===== config.mk =====
export PLATFORM = sky130hd
export DESIGN_NAME = frame_tagger
export DESIGN_NICKNAME = d
export VERILOG_FILES = /design/src/rtl/frame_tagger.sv
export SDC_FILE = /design/constraint.sdc
export NUM_CORES = 2
export LEC_CHECK = 0
export ABC_AREA = 1
export BUFFER_PORTS_ARGS = -buffer_cell sky130_fd_sc_hd__buf_2
export CAP_MARGIN = 20
export CORE_AREA = 10 10 417 419
export CTS_BUF_LIST = sky130_fd_sc_hd__clkbuf_8
export DETAILED_ROUTE_END_ITERATION = 12
export DIE_AREA = 0 0 427 429
export PLACE_DENSITY_LB_ADDON = 0.08
export SLEW_MARGIN = 20
export SYNTH_ARGS = -nofsm -noshare
export SYNTH_HDL_FRONTEND = slang
export SYNTH_SLANG_ARGS = --single-unit

===== constraint.sdc =====
create_clock -name clk -period 40.6 [get_ports clk]
set_input_delay 0 -clock clk [delete_from_list [all_inputs] [get_ports clk]]
set_output_delay 0 -clock clk [all_outputs]
set_load 0.02 [all_outputs]

===== src/rtl/frame_tagger.sv =====
// Frame tagger: stamps each Ethernet frame with a port/sequence ID and a
// round-robin frame-buffer destination, then forwards it as NoC words.
module frame_tagger #(
    parameter int         AVL_DATA_WIDTH     = 512,
    parameter int         FRAME_ID_WIDTH     = 32,
    parameter int         WIDTH_PKT          = AVL_DATA_WIDTH + 1 + 1 + FRAME_ID_WIDTH,
    parameter int         NOC_ADDR_WIDTH     = 4,
    parameter int         FRAME_OFFSET_WIDTH = 5,
    parameter logic [3:0] PORT_ID            = 4'd0,
    parameter int         NUM_DEST           = 4,
    parameter int         DEST_BASE          = 0
) (
    input  logic                      clk,
    input  logic                      rst,
    input  logic [AVL_DATA_WIDTH-1:0] eth_data_in,
    input  logic                      eth_valid_in,
    input  logic                      eth_sop_in,
    input  logic                      eth_eop_in,
    output logic                      eth_ready_out,
    output logic [WIDTH_PKT-1:0]      noc_data_out,
    output logic [NOC_ADDR_WIDTH-1:0] noc_dest_out,
    output logic [3:0]                noc_valid_out,
    output logic [3:0]                noc_sop_out,
    output logic [3:0]                noc_eop_out,
    input  logic                      noc_ready_in,
    output logic [15:0]               err_count
);

    localparam int SEQ_W = FRAME_ID_WIDTH - 4;
    localparam logic [FRAME_OFFSET_WIDTH-1:0] LAST_CNT = FRAME_OFFSET_WIDTH'((1 << FRAME_OFFSET_WIDTH) - 1);
    localparam logic [3:0] RR_LAST = 4'(NUM_DEST - 1);

    typedef enum logic [1:0] {IDLE, IN_FRAME, DROP} state_t;

    state_t                        state, state_next;
    logic [SEQ_W-1:0]              seq;
    logic [3:0]                    rr;
    logic [FRAME_OFFSET_WIDTH-1:0] beat_cnt;
    logic [FRAME_ID_WIDTH-1:0]     cur_id, fwd_id;
    logic [NOC_ADDR_WIDTH-1:0]     cur_dest, fwd_dest, new_dest;
    logic                          accept, fwd, f_sop, f_eop, err_hit, start;

    assign eth_ready_out = (noc_valid_out == 4'b0000) || noc_ready_in;
    assign accept        = eth_valid_in && eth_ready_out;
    assign new_dest      = NOC_ADDR_WIDTH'(DEST_BASE) + NOC_ADDR_WIDTH'(rr);
    assign fwd_id        = (state == IDLE) ? {PORT_ID, seq} : cur_id;
    assign fwd_dest      = (state == IDLE) ? new_dest : cur_dest;

    // Per-beat decision: forward or discard, marker bits, error, next state.
    always_comb begin
        // NOTE: every output gets a default first so no path can infer a latch.
        fwd        = 1'b0;
        f_sop      = 1'b0;
        f_eop      = 1'b0;
        err_hit    = 1'b0;
        start      = 1'b0;
        state_next = state;
        if (accept) begin
            unique case (state)
                IDLE: begin
                    if (eth_sop_in) begin
                        fwd   = 1'b1;
                        f_sop = 1'b1;
                        f_eop = eth_eop_in;
                        start = 1'b1;
                        if (!eth_eop_in) state_next = IN_FRAME;
                    end else begin
                        err_hit = 1'b1;
                        if (!eth_eop_in) state_next = DROP;
                    end
                end
                IN_FRAME: begin
                    fwd = 1'b1;
                    if (eth_sop_in) begin
                        // A new sop truncates the old frame under its own ID.
                        f_eop      = 1'b1;
                        err_hit    = 1'b1;
                        state_next = eth_eop_in ? IDLE : DROP;
                    end else if (beat_cnt == LAST_CNT && !eth_eop_in) begin
                        f_eop      = 1'b1;
                        err_hit    = 1'b1;
                        state_next = DROP;
                    end else begin
                        f_eop = eth_eop_in;
                        if (eth_eop_in) state_next = IDLE;
                    end
                end
                DROP: begin
                    if (eth_eop_in) state_next = IDLE;
                end
                default: state_next = IDLE;
            endcase
        end
    end

    always_ff @(posedge clk or posedge rst) begin
        if (rst) begin
            state         <= IDLE;
            seq           <= '0;
            rr            <= '0;
            beat_cnt      <= '0;
            cur_id        <= '0;
            cur_dest      <= '0;
            err_count     <= '0;
            noc_data_out  <= '0;
            noc_dest_out  <= '0;
            noc_valid_out <= '0;
            noc_sop_out   <= '0;
            noc_eop_out   <= '0;
        end else begin
            // NOTE: non-blocking so every register samples pre-edge values.
            state <= state_next;
            if (start) begin
                cur_id   <= {PORT_ID, seq};
                cur_dest <= new_dest;
                seq      <= seq + 1'b1;
                rr       <= (rr == RR_LAST) ? 4'd0 : rr + 4'd1;
                beat_cnt <= FRAME_OFFSET_WIDTH'(1);
            end else if (fwd) begin
                beat_cnt <= beat_cnt + 1'b1;
            end
            if (err_hit && err_count != 16'hFFFF) err_count <= err_count + 16'd1;
            if (fwd) begin
                noc_data_out  <= {fwd_id, f_sop, f_eop, eth_data_in};
                noc_dest_out  <= fwd_dest;
                noc_valid_out <= 4'b1111;
                noc_sop_out   <= f_sop ? 4'b0001 : 4'b0000;
                noc_eop_out   <= f_eop ? 4'b1000 : 4'b0000;
            end else if (noc_ready_in) begin
                noc_valid_out <= 4'b0000;
                noc_sop_out   <= 4'b0000;
                noc_eop_out   <= 4'b0000;
            end
        end
    end

endmodule

==> Flow_metrics.wiki <==
{| class="wikitable"
! Metric !! Value
|-
| Initial cell density of the core || 15.19%
|-
| GR Util All Layers || 16.28%
|-
| Cells after synthesis || 2930
|-
| Clock power share || 22.7%
|-
| TritonCTS clock tree || yes
|-
| Clock root cell || sky130_fd_sc_hd__clkbuf_8
|-
| Largest net degree at the start of global routing || 179
|-
| Peak fanout along the critical path || 178
|-
| Setup TNS || 0 ps
|-
| Clock buffer count from CTS || 137
|-
| Boundary pin count || 1097
|-
| Total length of routed wires || 153100 um
|-
| Internal Dissipation || 0.001734 W
|-
| Die outline area || 183200 um^2
|-
| Count of input and output buffers || 1086
|-
| Design Power || 0.003209 W
|-
| Relative area change from synthesis to final layout || 82.85%
|-
| Remaining antenna violation count || 0
|-
| Placed cell count || 6103
|-
| Chip width || 427 um
|-
| Area inside the core boundary || 165900 um^2
|-
| Logic pwr share || 44.0%
|-
| Initial antenna violation count || 46
|-
| Max-cap check violation count || 0
|-
| Switching Share || 45.96%
|-
| Endpoint of the worst-slack reg-to-reg timing path || noc_data_out[63]
|-
| # setup viols final || 0
|-
| Post-synthesis instance area || 25200 um^2
|-
| Transition time at the pin with the least slew margin || 1472 ps
|-
| Overall overflow remaining after global route || 0
|-
| Placement Rows || 150
|-
| Clock transition at the registers of the reported paths || 60 ps
|-
| Iter 0 DRT Violations || 1265
|-
| Largest area contributor in the netlist || sky130_fd_sc_hd__dfrtp_1
|-
| Routed wire length per instance || 20.71 um
|-
| Relative contribution of sequential cells to total power || 33.3%
|-
| Number of iterations in the first detailed-routing pass || 5
|-
| Longest Clk Path Bufs || 3
|-
| Share of Yosys cell area claimed by the top area cell type || 63.17%
|-
| Startpoint of the most critical register-to-register path || state[1]
|-
| Clock sinks || 636
|-
| Leading cell types by total area after synthesis || sky130_fd_sc_hd__dfrtp_1 (63%), sky130_fd_sc_hd__nand2_1 (27%), sky130_fd_sc_hd__buf_2 (1.5%)
|-
| Total count of hold-check failures in the final report || 0
|-
| Vias in the first global route || 29270
|-
| Min-delay worst type || in2reg
|-
| Drt drc || 0
|-
| Worst setup path startpoint || state[1]
|-
| Critical Path RT || 41300 ps
|-
| Register bit count reported by yosys || 636
|-
| DP Wirelength || 112900 um
|-
| Kind of capture point of the worst setup path || flop
|-
| Start-to-end type of the worst setup path || reg2reg
|-
| Non-filler instance count after layout || 7394
|-
| Yosys warning count || 0
|-
| Cell Pwr Density || 69.65 nW/um^2
|-
| Clock H-tree levels || 4
|-
| Via density per instance || 3.702
|-
| Net switching power || 0.001475 W
|-
| Synth unique cells || 34
|-
| Unrepaired setup endpoints after global routing || no
|-
| Maximum resistive drop on vdd || 0.00003412 V
|-
| Ratio of final minimum period to clock period || 11.15%
|-
| Sort of element at the start of the critical path || flop
|-
| Sequential-to-total area share from yosys stat || 63.17%
|-
| Proportion of layout cells with a drive suffix above 1 || 25.51%
|-
| Highest Clock Rate || 221.0 MHz
|-
| Height of the die || 429 um
|-
| Source-to-sink clock delay at the later pin of the worst-skew pair || 860 ps
|-
| Period minus WS final || 4525 ps
|-
| Mean area per synthesized cell || 8.599 um^2
|-
| Crit path arrival time || 5230 ps
|-
| Standby leakage power || 24.12 nW
|-
| Gp weighted congestion || 0.8334
|-
| Total via count after detailed routing || 27370
|-
| Max-Slew Margin vs Limit || 1.860%
|-
| Worst-case reg-to-reg path depth || 9
|-
| Final worst clock skew || 43.95 ps
|-
| Post-route worst hold slack || 163.1 ps
|-
| Worst reg2reg setup slack || 36080 ps
|-
| End point of the critical path || noc_data_out[63]
|-
| Final max-slew violation count || 0
|-
| Wire length of the first global-routing pass || 219200 um
|-
| Outcome || complete, no violations
|-
| Number of nets in the layout || 5596
|-
| Post-CTS Setup Repair Bufs || 0
|}
state kept, by name (all words and copies together), names as in the netlist:
name	count
cur_dest	4
noc_dest_out	4
noc_valid_out	1
state	2
noc_data_out	542
noc_eop_out	1
seq	28
beat_cnt	5
rr	4
noc_sop_out	1
err_count	16
cur_id	28
metrics by stage:
stage	utilization [%]	instance area, um^2	setup slack (ps)
6_report	27.77	46070	36080
5_1_grt	27.76	46050	35690
3_5_place_dp	19.83	32890	35960
3_3_place_gp	19.83	32890	35980
2_1_floorplan	-	25230	22780
4_1_cts	27.73	46010	35960
area by class of cell:
| class | instances | area, um^2 |
|---|---|---|
| Timing Repair Buffer | 2146 | 16010 |
| Inverter | 59 | 236.5 |
| Antenna cell | 24 | 60.06 |
| Clock inverter | 57 | 347.8 |
| Sequential cell | 636 | 15920 |
| Fill cell | 18280 | 119800 |
| Multi-Input combinational cell | 2093 | 8337 |
| Tap cell | 2204 | 2758 |
| Clock buffer | 175 | 2409 |
power groups by stage:
stage                     registers, W  logic (W)  clock network [W]
after floorplan                0.00139   0.000405                  0
after global placement         0.00108    0.00137                  0
after detailed placement       0.00107    0.00136                  0
after CTS                      0.00107    0.00145           0.000771
final                          0.00107    0.00141           0.000727
after global routing           0.00111    0.00155           0.000793
synth_stat cells:
cell type,instances
sky130_fd_sc_hd__a21oi_1,2
sky130_fd_sc_hd__a31oi_1,34
sky130_fd_sc_hd__and2_1,1
sky130_fd_sc_hd__and3_1,1
sky130_fd_sc_hd__buf_1,5
sky130_fd_sc_hd__buf_2,77
sky130_fd_sc_hd__buf_4,28
sky130_fd_sc_hd__clkbuf_1,40
sky130_fd_sc_hd__clkbuf_4,1
sky130_fd_sc_hd__conb_1,1
sky130_fd_sc_hd__dfrtp_1,636
sky130_fd_sc_hd__ha_1,5
sky130_fd_sc_hd__inv_1,57
sky130_fd_sc_hd__inv_2,2
sky130_fd_sc_hd__nand2_1,1822
sky130_fd_sc_hd__nand2_2,2
sky130_fd_sc_hd__nand2_4,1
sky130_fd_sc_hd__nand3_1,30
sky130_fd_sc_hd__nand3_2,1
sky130_fd_sc_hd__nand3b_1,1
sky130_fd_sc_hd__nand4_1,10
sky130_fd_sc_hd__nor2_1,82
sky130_fd_sc_hd__nor2_2,2
sky130_fd_sc_hd__nor2_4,4
sky130_fd_sc_hd__nor3_1,10
sky130_fd_sc_hd__nor3_2,1
sky130_fd_sc_hd__nor3b_1,1
sky130_fd_sc_hd__o21ai_0,38
sky130_fd_sc_hd__o21ai_1,9
sky130_fd_sc_hd__o221ai_1,1
sky130_fd_sc_hd__o22ai_1,1
sky130_fd_sc_hd__o31ai_1,1
sky130_fd_sc_hd__xnor2_1,3
sky130_fd_sc_hd__xor2_1,20
critical path: stages, from the launching register on:
cell,delay [ps]
sky130_fd_sc_hd__dfrtp_1,440
sky130_fd_sc_hd__nor2_4,740
sky130_fd_sc_hd__nand2_4,160
sky130_fd_sc_hd__nand2_1,220
sky130_fd_sc_hd__nand2_8,330
sky130_fd_sc_hd__buf_4,490
sky130_fd_sc_hd__buf_12,330
sky130_fd_sc_hd__buf_4,770
sky130_fd_sc_hd__nand2_1,160
sky130_fd_sc_hd__nand2_1,70
cells in the final DEF (no fill, tap or decap), types with 2 or more instances in the layout:
| cell type | Yosys | layout |
|---|---|---|
| sky130_fd_sc_hd__conb_1 | 1 | 10 |
| sky130_fd_sc_hd__inv_8 | 0 | 3 |
| sky130_fd_sc_hd__nand2_2 | 2 | 2 |
| sky130_fd_sc_hd__inv_6 | 0 | 2 |
| sky130_fd_sc_hd__a31oi_1 | 34 | 34 |
| sky130_fd_sc_hd__nor3_1 | 10 | 10 |
| sky130_fd_sc_hd__clkinv_2 | 0 | 3 |
| sky130_fd_sc_hd__o21ai_1 | 9 | 9 |
| sky130_fd_sc_hd__dfrtp_1 | 636 | 636 |
| sky130_fd_sc_hd__xor2_1 | 20 | 20 |
| sky130_fd_sc_hd__nand3_1 | 30 | 30 |
| sky130_fd_sc_hd__nor2_2 | 2 | 2 |
| sky130_fd_sc_hd__inv_1 | 57 | 96 |
| sky130_fd_sc_hd__nor2_4 | 4 | 4 |
| sky130_fd_sc_hd__xnor2_1 | 3 | 3 |
| sky130_fd_sc_hd__dlygate4sd3_1 | 0 | 1035 |
| sky130_fd_sc_hd__o21ai_0 | 38 | 38 |
| sky130_fd_sc_hd__buf_4 | 28 | 23 |
| sky130_fd_sc_hd__nand2_1 | 1822 | 1821 |
| sky130_fd_sc_hd__diode_2 | 0 | 24 |
| sky130_fd_sc_hd__bufinv_16 | 0 | 2 |
| sky130_fd_sc_hd__clkinvlp_4 | 0 | 6 |
| sky130_fd_sc_hd__buf_12 | 0 | 2 |
| sky130_fd_sc_hd__ha_1 | 5 | 5 |
| sky130_fd_sc_hd__nor2_1 | 82 | 82 |
| sky130_fd_sc_hd__nand4_1 | 10 | 10 |
| sky130_fd_sc_hd__buf_2 | 77 | 1086 |
| sky130_fd_sc_hd__clkbuf_8 | 0 | 175 |
| sky130_fd_sc_hd__a21oi_1 | 2 | 2 |
| sky130_fd_sc_hd__clkinv_8 | 0 | 3 |
worst min-delay path by stage:
| stage | from | endpoint | slack (ps) | cells past startpoint |
|---|---|---|---|---|
| after floorplan | eth_data_in[0] | noc_data_out[0] | 110 | 2 |
| after global placement | rst | noc_data_out[351] | 150 | 2 |
| after detailed placement | rst | noc_data_out[351] | 140 | 2 |
| after CTS | eth_data_in[39] | noc_data_out[39] | 30 | 4 |
| after global routing | eth_data_in[39] | noc_data_out[39] | 80 | 4 |
| final | eth_data_in[39] | noc_data_out[39] | 160 | 4 |
routing by layer:
metal / track usage [%] / wire, um / up-vias
met4: 5.151 / 4602 / 4
met5: 0 / 23 / -
met1: 18.80 / 61510 / 13030
met3: 5.776 / 12070 / 245
met2: 27.88 / 74940 / 858
li1: - / - / 13240
what timing repair did:
item	CTS	global route
hold endpoints to repair	887	0
hold buffers	1035	0
endpoints found under the setup margin	0	0
resized for setup	0	0
cells by family after synthesis:
logic type	after synthesis	share of synthesized area, %
simple gates	1969	29.92
buf+inv	210	3.943
fa+ha+maj	5	0.2483
xor+xnor	23	0.7996
flops	636	63.17
compound gates	86	1.907
other cells	1	0.01488
No activity file was read; power rests on OpenSTA's default activity.
